[src/rtl/uart_rx_ctrl.sv]
// uart_rx_ctrl: 8N1 UART receiver with frame-error detection and an
// operand-select flag that toggles on every good byte.
//
// Handshake: uart_signal is a one-cycle valid strobe with no ready; the
// consumer must take uart_rx_data during the strobe. uart_rx_data holds its
// value until the next good frame, so a late read still sees the last byte.
//
// The stop-bit decision is registered once (stop_ok / stop_bad) and the
// outputs are registered from it one edge later. This gives the strobe its
// fixed latency of 2 + CLKS_PER_BIT/2 + 9*CLKS_PER_BIT + 1 cycles from the
// start edge. It also leaves the FSM back in IDLE before the strobe, so a
// back-to-back start bit is never missed.
module uart_rx_ctrl #(
    parameter int CLKS_PER_BIT = 5208
) (
    input  logic       clk,
    input  logic       rst,
    input  logic       uart_rx,
    output logic [7:0] uart_rx_data,
    output logic       uart_signal,
    output logic       uart_flag,
    output logic       frame_err,
    output logic       busy
);

    localparam int CW = $clog2(CLKS_PER_BIT);
    localparam logic [CW-1:0] CNT_LAST = CW'(CLKS_PER_BIT - 1);
    localparam logic [CW-1:0] CNT_HALF = CW'(CLKS_PER_BIT / 2 - 1);

    typedef enum logic [2:0] {
        IDLE,
        START,
        DATA,
        STOP,
        WAIT_HIGH
    } state_t;

    state_t        state;
    logic [CW-1:0] cnt;
    logic [2:0]    bit_idx;
    logic [7:0]    shift_reg;
    logic          sync_1;
    logic          rx_s;
    logic          stop_ok;
    logic          stop_bad;

    // Two-flop synchronizer; both flops idle high so reset never fakes a start.
    always_ff @(posedge clk) begin
        if (rst) begin
            sync_1 <= 1'b1;
            rx_s   <= 1'b1;
        end else begin
            sync_1 <= uart_rx;
            rx_s   <= sync_1;
        end
    end

    // Frame FSM: walks start / data / stop sample points and records the verdict.
    always_ff @(posedge clk) begin
        if (rst) begin
            state     <= IDLE;
            cnt       <= '0;
            bit_idx   <= 3'd0;
            shift_reg <= 8'h00;
            stop_ok   <= 1'b0;
            stop_bad  <= 1'b0;
        end else begin
            stop_ok  <= 1'b0;
            stop_bad <= 1'b0;
            case (state)
                IDLE: begin
                    cnt <= '0;
                    if (!rx_s) begin
                        state <= START;
                    end
                end
                START: begin
                    if (cnt == CNT_HALF) begin
                        cnt <= '0;
                        if (!rx_s) begin
                            state   <= DATA;
                            bit_idx <= 3'd0;
                        end else begin
                            // Line went back high before mid-start: a glitch.
                            state <= IDLE;
                        end
                    end else begin
                        cnt <= cnt + 1'b1;
                    end
                end
                DATA: begin
                    if (cnt == CNT_LAST) begin
                        cnt                <= '0;
                        shift_reg[bit_idx] <= rx_s;
                        if (bit_idx == 3'd7) begin
                            state <= STOP;
                        end else begin
                            bit_idx <= bit_idx + 1'b1;
                        end
                    end else begin
                        cnt <= cnt + 1'b1;
                    end
                end
                STOP: begin
                    if (cnt == CNT_LAST) begin
                        cnt      <= '0;
                        stop_ok  <= rx_s;
                        stop_bad <= !rx_s;
                        state    <= rx_s ? IDLE : WAIT_HIGH;
                    end else begin
                        cnt <= cnt + 1'b1;
                    end
                end
                WAIT_HIGH: begin
                    // A held-low line (break) must go high before a new start is allowed.
                    cnt <= '0;
                    if (rx_s) begin
                        state <= IDLE;
                    end
                end
                default: begin
                    state <= IDLE;
                    cnt   <= '0;
                end
            endcase
        end
    end

    // Output stage: strobes, data capture and flag toggle on the same edge.
    always_ff @(posedge clk) begin
        if (rst) begin
            uart_rx_data <= 8'h00;
            uart_signal  <= 1'b0;
            uart_flag    <= 1'b0;
            frame_err    <= 1'b0;
        end else begin
            uart_signal <= stop_ok;
            frame_err   <= stop_bad;
            if (stop_ok) begin
                uart_rx_data <= shift_reg;
                uart_flag    <= ~uart_flag;
            end
        end
    end

    assign busy = (state != IDLE);

endmodule

[config.mk]
export PLATFORM = sky130hd
export DESIGN_NAME = uart_rx_ctrl
export DESIGN_NICKNAME = d
export VERILOG_FILES = /design/src/rtl/uart_rx_ctrl.sv
export SDC_FILE = /design/constraint.sdc
export NUM_CORES = 1
export LEC_CHECK = 0
export CAP_MARGIN = 10
export CORE_ASPECT_RATIO = 0.9
export CORE_MARGIN = 2
export CORE_UTILIZATION = 31
export CTS_CLUSTER_SIZE = 12
export DETAILED_ROUTE_END_ITERATION = 16
export GPL_TIMING_DRIVEN = 1
export HOLD_SLACK_MARGIN = 0.15
export PLACE_DENSITY_LB_ADDON = 0.25
export SYNTH_ARGS = -nofsm -noshare
export SYNTH_HDL_FRONTEND = slang
export SYNTH_SLANG_ARGS = --single-unit
[constraint.sdc]
create_clock -name clk -period 1.9 [get_ports clk]
set_input_delay 0.38 -clock clk [delete_from_list [all_inputs] [get_ports clk]]
set_output_delay 0.38 -clock clk [all_outputs]
set_load 0.02 [all_outputs]
* Word-level counts from Yosys, hierarchy flattened *
Index checks and enable logic that the tools add are counted.

storage, ports and cells
  register bits = 42
  bits of input ports = 3
  output and inout port bits = 12
  logic and storage cells = 64

operators by class
  $add $sub $neg = 2
  magnitude comparators = 2
  equality and inequality tests = 15
  multiplexer cells = 20
  bitwise logic cells = 3
  reductions and logical operators = 10

operators with widths
  operator               count
  $mux 3                 11
  $mux 13                2
  $pmux 13 s2            1
  $ne 2x2->1 const B     8
  $pmux 3 s5             1
  $add 13x1->13 const B  1
  $eq 13x12->1 const B   1
  $eq 13x13->1 const B   1
  $bwmux 8               1
  $eq 3x2->1 const B     2
  $eq 3x3->1 const B     2
  $pmux 3 s2             1
  $reduce_and 6->1       1
  $reduce_and 5->1       1
  $lt 3x4->1 const B     1
  $add 3x1->3 const B    1
  $demux 1 s3            1
  $eq 3x1->1 const B     1
  $ge 3x1->1 const B     1
  $logic_not 3->1        1
  $not 1->1              3
  $reduce_bool 3->1      1
  $reduce_or 3->1        1
  $mux 2                 1
  other kinds (6)        6

* Longest topological paths before layout *
Gate-level depths: netlist (run 1).

  word-level depth = 5
  mapped depth = 7
  gate-level depth less buffers = 6

* Least setup slack after synthesis (run 1) *
OpenSTA, ideal clock, no wires.

  path type = reg-to-reg
  from = reg cnt[0]
  to = reg cnt[5]
  setup time = 0.062 ns
  arrival time = 1.738 ns
  data required time = 1.838 ns
  setup slack = 0.100 ns
  stages on the path, launching flop included = 8
  path buffers = 1
  period minus slack after synthesis = 1.800 ns
  path through = dfxtp_1 -> ha_1 -> and2_1 -> nand4_2 -> a32oi_1 -> or4_4 -> buf_8 -> nor2_4

between the ends
  word-level cells in the longest chain between the ends = 3
  elaborated cells between the ends (all ways) = 6
  those cells by class = add/sub (1); eq/ne (2); mux (3)

RTL lines
  item                                   line          RTL
  start: declaration                     39            logic [CW-1:0] cnt;
  start signal: assignment               88            cnt <= cnt + 1'b1;
  start signal: assignment               101           cnt <= cnt + 1'b1;
  start signal: assignment               111           cnt <= cnt + 1'b1;
  $add 13x1->13 (tied with other cells)  88, 101, 111
  $mux 13, on equally long branches      92, 105, 78
  $pmux 13 s2 (*)                        70            case (state)

Every way passes the cells marked *; elsewhere a longest branch is shown, timed or not.
A chain may end at the register's enable or synchronous reset.

* Final worst setup path (run 1) *
  from = reg cnt[0]
  to = reg cnt[3]

Same word-level chain as after synthesis.

==> metrics.csv, run 1 <==
metric,value,unit
synth.distinct_cells,40,
synth_top_cells_by_area,"dfxtp_1, mux2i_1, nor2_1",
crit_arrival,2010,ps
path_cells,ha_1 > and4bb_1 > nand3_1 > a32oi_1 > or4_4 > nor2_1,
core,6010,um2
end_kind,register,
clock_path_buffers,2,
stdcell_count,291,
die-area,6790,um2
cts_tree,built,
worstHoldPathType,register to register,
drv_slew,0,
vias,1377,
synth_edf_count,0,
wl_met3,106,um
synthArstFlopShare,0,
synth_ff_type,dfxtp_1,
cts_root_buf,clkbuf_8,
hold_buffers,0,
grt_max_degree,31,
finalWirelength,3510,um
tns,0,ps
finalHoldViolCount,0,
wl_met2,1430,um
clk_pin_slew_worst_paths,80,ps
max_freq,562,MHz
wl_per_cell,12.0,um
cts_max_level,2,
timing.final.crit_share,0.937,
worst_pin_slew,579,ps
p_per_area,709,nW/um2
synth.avg_cell_area,9.77,um2
ys_ff_latch,42,
synth_warnings,0,
io_pins,15,
placed_cells,283,
crit_fanout,13,
yosysTopAreaCellShare,0.442,
placementRows,27,
cap_violations,0,
first_pass_iters,4,
rr_endpoint,cnt[3]$_SDFF_PP0_,
synth_top_family_by_area,simple AND/OR/NAND/NOR gates,
register_area,845,um2
seq_area_frac_synth,0.442,
fin_nets,224,
diodes,0,
postCtsSetupBuffers,0,
reg2reg_slack,120,ps
area_growth,22.3,%
grt_overflow,0,
largest_register_ffs,13,
synth_xor_area_frac,0.0552,
slew-limit-headroom,0.613,
synth_compound_area_frac,0.0401,
routed_via_density,4.73,
start_kind,register,
fillers,613,
critPathKind,register to register,
io_buffers,14,
synth_area_leader_cell,dfxtp_1,
post-dp-hpwl,2420,um
netlist_instances,195,
whs_path_depth,1,
crit_path_top_delay_cell,or4_4,
reg2regPathDepth,6,
rsz0062_at_grt,yes,
die_y,78.4,um
drc_errors,0,
drt_iter0_markers,24,
die_w,86.6,um
first_global_vias,1280,
ant_nets,0,
critPathMaxStageDelay,630,ps
synth_mux_area_frac,0.101,
top_layer_used,met4,
cts_made_buffers,5,
gp_congestion,0.843,
clock_skew,4.23,ps
crit_required,2130,ps
reg2reg_from,cnt[0]$_SDFF_PP0_,
hold_end,rx_s$_SDFF_PP1_,
wl_met1,1900,um
syn_area,1900,um2
synth_fp_nets,201,
insertion_delay,300,ps
yosys.area_share.simple,0.300,
start_util,0.317,
grt_first_pass_wirelength,6080,um
gr-usage-all-layers,0.113,
multi_input_area,1030,um2
drive_above_1_share,0.219,
p_leak,0.780,nW
synthAdderAreaFrac,0.0197,
min_from,sync_1$_SDFF_PP1_,
status,finished clean,
min_period,1780,ps
cts_num_sinks,42,
antenna_found_initial,0,
irDropWorstVdd,0.297,mV
setup_viol,0,
[kinds of logic (layout without fill, tap and decap cells)]
family,Yosys count,in the layout
adders and majority gates,3,3
and+or+nand+nor,93,93
buffers and inverters,16,40
DFF,42,42
AOI/OAI and AO/OA,10,10
xor gates and xnor gates,12,12
muxes,19,19
[worst max-delay path by stage]
stage                                 to                  start  depth (start not counted)
2_1_floorplan          cnt[5]$_SDFF_PP0_      cnt[0]$_SDFF_PP0_                          7
5_1_grt        shift_reg[6]$_SDFFE_PP0P_      cnt[0]$_SDFF_PP0_                          7
3_3_place_gp           cnt[4]$_SDFF_PP0_      cnt[0]$_SDFF_PP0_                          6
4_1_cts                             busy  state[0]$_SDFFE_PP0P_                          3
6_report               cnt[3]$_SDFF_PP0_      cnt[0]$_SDFF_PP0_                          6
3_5_place_dp           cnt[4]$_SDFF_PP0_      cnt[0]$_SDFF_PP0_                          6
[synthesized netlist by cell type (all sizes together) (2+ instances only)]
library cell  count
buf               3
clkbuf            6
dfxtp            42
ha                3
inv               7
mux2              2
mux2i            17
nand2            11
nand2b            4
nand3             2
nand4             6
nor2             41
nor2b             4
nor3              3
nor4              7
nor4b             4
o32ai             3
or2               3
or3               2
xnor2             6
xor2              6
[where the power goes]
group,internal [mW],switching (mW),total [mW]
logic,0.0207,0.0259,0.0466
registers,0.883,0.00472,0.888
clock network,0.394,0.323,0.717
total,1.30,0.353,1.65
[placed cells by master, fill, tap and decap left out, drive strengths merged, types with 5 or more instances in the layout]
cell type,synthesis,routed
xnor2,6,6
nand4,6,6
inv,7,8
nor2,41,41
buf,3,11
mux2i,17,17
nor4,7,7
nand2,11,11
dfxtp,42,42
clkbuf,6,5
clkdlybuf4s50,0,13
xor2,6,6
[metal layers]
layer	global-route usage	vias up
li1	-	715
met3	0.0273	5
met2	0.153	23
met5	0	-
met4	0.0578	0
met1	0.163	634
[critical path, delay by kind of cell, from the launching register on]
kind                       cells  cell delay (ps)
and+or+nand+nor                4             1070
DFF                            1              320
adders and majority gates      1              210
AOI/OAI and AO/OA              1              130
[layout make-up]
cell class / instances / area share
Sequential cell: 42 / 0.363
Timing Repair Buffer: 25 / 0.0967
Multi-Input combinational cell: 137 / 0.442
Clock buffer: 5 / 0.0296
Inverter: 7 / 0.0113
Tap cell: 72 / 0.0387
Clock inverter: 3 / 0.0188
[timing repair]
item / 4_1_cts / 5_1_grt
pin swaps: 0 / 1
gates resized for setup: 2 / 9
setup endpoints to repair: 1 / 23
[stage by stage]
stage / utilization / instance area [um2] / power [mW] / setup WS [ps] / hold slack, ps
finish: 0.387 / 2330 / 1.65 / 120 / 413
CTS: 0.379 / 2280 / 1.67 / 5.34 / 416
global placement: 0.360 / 2160 / 0.955 / 81.8 / 393
floorplan: - / 1900 / 0.936 / 100 / 389
detailed placement: 0.360 / 2160 / 0.955 / 69.2 / 396
global route: 0.387 / 2330 / 1.72 / -22.1 / 436
Power figures use the tool's default switching activity.
==> run 2, diff against run 1 <==
Settings changed: DONT_BUFFER_PORTS set to 1.
==> run 2 against run 1 <==
Design area fell by 4.1%. Critical endpoint is now cnt[4]$_SDFF_PP0_. Final cell count fell by 4.5%. Sequential share of layout area grew 1.4 points. Hold slack worse by 220 ps. Largest cell class unchanged. Highest routed layer unchanged.
==> metrics.csv, run 2 (synthesized netlist as in run 1, its figures left out) <==
metric,value,unit,change
io_buffers,0,,was 14
grt_overflow,0,,unchanged
die_w,86.6,um,unchanged
critPathKind,register to register,,unchanged
p_sw,0.349,mW,was 0.353 mW
clock_path_buffers,2,,unchanged
grt_max_degree,21,,was 31
cts_tree,built,,unchanged
power_frac_seq,0.498,,was 0.538
irDropWorstVdd,0.483,mV,was 0.297 mV
power,1.78,mW,was 1.65 mW
crit_arrival,2060,ps,was 2010 ps
timing.final.crit_share,0.962,,was 0.937
p_per_area,796,nW/um2,was 709 nW/um2
final_cell_mix,"dfxtp_1, nor2_1, mux2i_1",,unchanged
insertion_delay,300,ps,about the same
final_common_cell,dfxtp_1,,unchanged
wl_per_cell,11.9,um,was 12.0 um
crit_fanout,13,,unchanged
drc_errors,0,,unchanged
final_area,2230,um2,was 2330 um2
drv_slew,0,,unchanged
p_leak,0.728,nW,was 0.780 nW
rr_endpoint,cnt[4]$_SDFF_PP0_,,was cnt[3]$_SDFF_PP0_
critPathMaxStageDelay,670,ps,was 630 ps
fillers,596,,was 613
cp-startpoint,cnt[0]$_SDFF_PP0_,,unchanged
max_freq,547,MHz,was 562 MHz
antenna_found_initial,0,,unchanged
cap_violations,0,,unchanged
io_pins,15,,unchanged
worstHoldPathType,primary input to register,,was register to register
cts_made_buffers,5,,unchanged
drt_iter0_markers,59,,was 24
hold-worst-slack,188,ps,was 413 ps
min_period,1830,ps,was 1780 ps
grt_first_pass_wirelength,5770,um,was 6080 um
finalWirelength,3320,um,was 3510 um
status,finished clean,,unchanged
place_ws,54.2,ps,was 69.2 ps
area_growth,17.3,%,was 22.3%
first_global_vias,1239,,"was 1,280"
drive_above_1_share,0.233,,was 0.219
first_pass_iters,4,,unchanged
post-dp-hpwl,2250,um,was 2420 um
slew-limit-headroom,0.506,,was 0.613
gp_congestion,0.721,,was 0.843
largest_register_ffs,13,,unchanged
cts_root_buf,clkbuf_8,,unchanged
ant_nets,0,,unchanged
reg2reg_slack,70,ps,was 120 ps
clock_skew,7.71,ps,was 4.23 ps
worst_pin_slew,739,ps,was 579 ps
cts_num_sinks,42,,unchanged
vias,1292,,"was 1,377"
core,6010,um2,unchanged
power_frac_comb,0.024,,was 0.028
routed_via_density,4.65,,was 4.73
gr-usage-all-layers,0.108,,was 0.113
intPower,1.43,mW,was 1.30 mW
placementRows,27,,unchanged
setup_viol,0,,unchanged
crit_end,cnt[4]$_SDFF_PP0_,,was cnt[3]$_SDFF_PP0_
clk_pin_slew_worst_paths,80,ps,about the same
end_kind,register,,unchanged
swShare,0.197,,was 0.214
crit_required,2130,ps,about the same
p_clk_frac,0.478,,was 0.434
postCtsSetupBuffers,0,,unchanged
crit_path_top_delay_cell,or4_4,,unchanged
start_util,0.317,,unchanged
start_kind,register,,unchanged
dpl_cell_area,2020,um2,was 2160 um2
path_cells,ha_1 > and4bb_1 > nand3_1 > a32oi_2 > or4_4 > nor2_1,,was ha_1 > and4bb_1 > nand3_1 > a32oi_1 > or4_4 > nor2_1
rsz0062_at_grt,yes,,unchanged
reg2regPathDepth,6,,unchanged
die-area,6790,um2,unchanged
diodes,0,,unchanged
reg2reg_from,cnt[0]$_SDFF_PP0_,,unchanged
die_y,78.4,um,unchanged
cts_max_level,2,,unchanged
finalHoldViolCount,0,,unchanged
fin_ws,72.0,ps,was 120 ps
fin_nets,211,,was 224
run 2: how the worst min path moves through the flow:
stage	from	to	cells past startpoint
finish	uart_rx	sync_1$_SDFF_PP1_	1
global route	uart_rx	sync_1$_SDFF_PP1_	1
CTS	uart_rx	sync_1$_SDFF_PP1_	1
detailed placement	sync_1$_SDFF_PP1_	rx_s$_SDFF_PP1_	1
global placement	sync_1$_SDFF_PP1_	rx_s$_SDFF_PP1_	1
floorplan	sync_1$_SDFF_PP1_	rx_s$_SDFF_PP1_	1
run 2: power by group through the flow:
stage	sequential, mW	clock (mW)	combinational (mW)
2_1_floorplan	0.907	0	0.0289
3_3_place_gp	0.906	0	0.0344
3_5_place_dp	0.906	0	0.0339
4_1_cts	0.885	0.875	0.0420
5_1_grt	0.886	0.916	0.0482
6_report	0.885	0.849	0.0435
run 2: final cells by class:
cell class / count / area, um2 / share of cell area
Timing Repair Buffer: 12 / 92.6 / 0.0415
Tap cell: 72 / 90.1 / 0.0403
Inverter: 7 / 26.3 / 0.0118
Multi-Input combinational cell: 137 / 1050 / 0.468
Clock buffer: 5 / 68.8 / 0.0308
Sequential cell: 42 / 841 / 0.376
Clock inverter: 3 / 68.8 / 0.0308
run 2: per-stage QoR:
step / std cells / utilization / setup TNS, ps
detailed placement: 269 / 0.336 / 0
global route: 278 / 0.371 / -215
global placement: 269 / 0.336 / 0
floorplan: 195 / - / 0
finish: 278 / 0.371 / 0
CTS: 278 / 0.361 / 0
run 2: per-layer routing:
metal  global-route usage  wire length, um  part of all wire  vias up
li1                     -                -                 -      691
met1                0.156             1840              0.55      582
met2                0.144             1330              0.40       14
met3               0.0273               89             0.027        5
met4               0.0563               63             0.019        0
met5                    0                0                 0        -
run 2: worst max-delay path: cells and delay by family (launching register included):
| family | cells | cell delay (ps) |
|---|---|---|
| compound gates | 1 | 120 |
| fa+ha+maj | 1 | 210 |
| flops | 1 | 320 |
| simple gates | 4 | 1110 |
run 2: what timing repair did:
action	CTS	global route
endpoints found under the setup margin	0	21
hold buffers	1	0
resized for setup	0	10
endpoints found under the hold margin	20	0
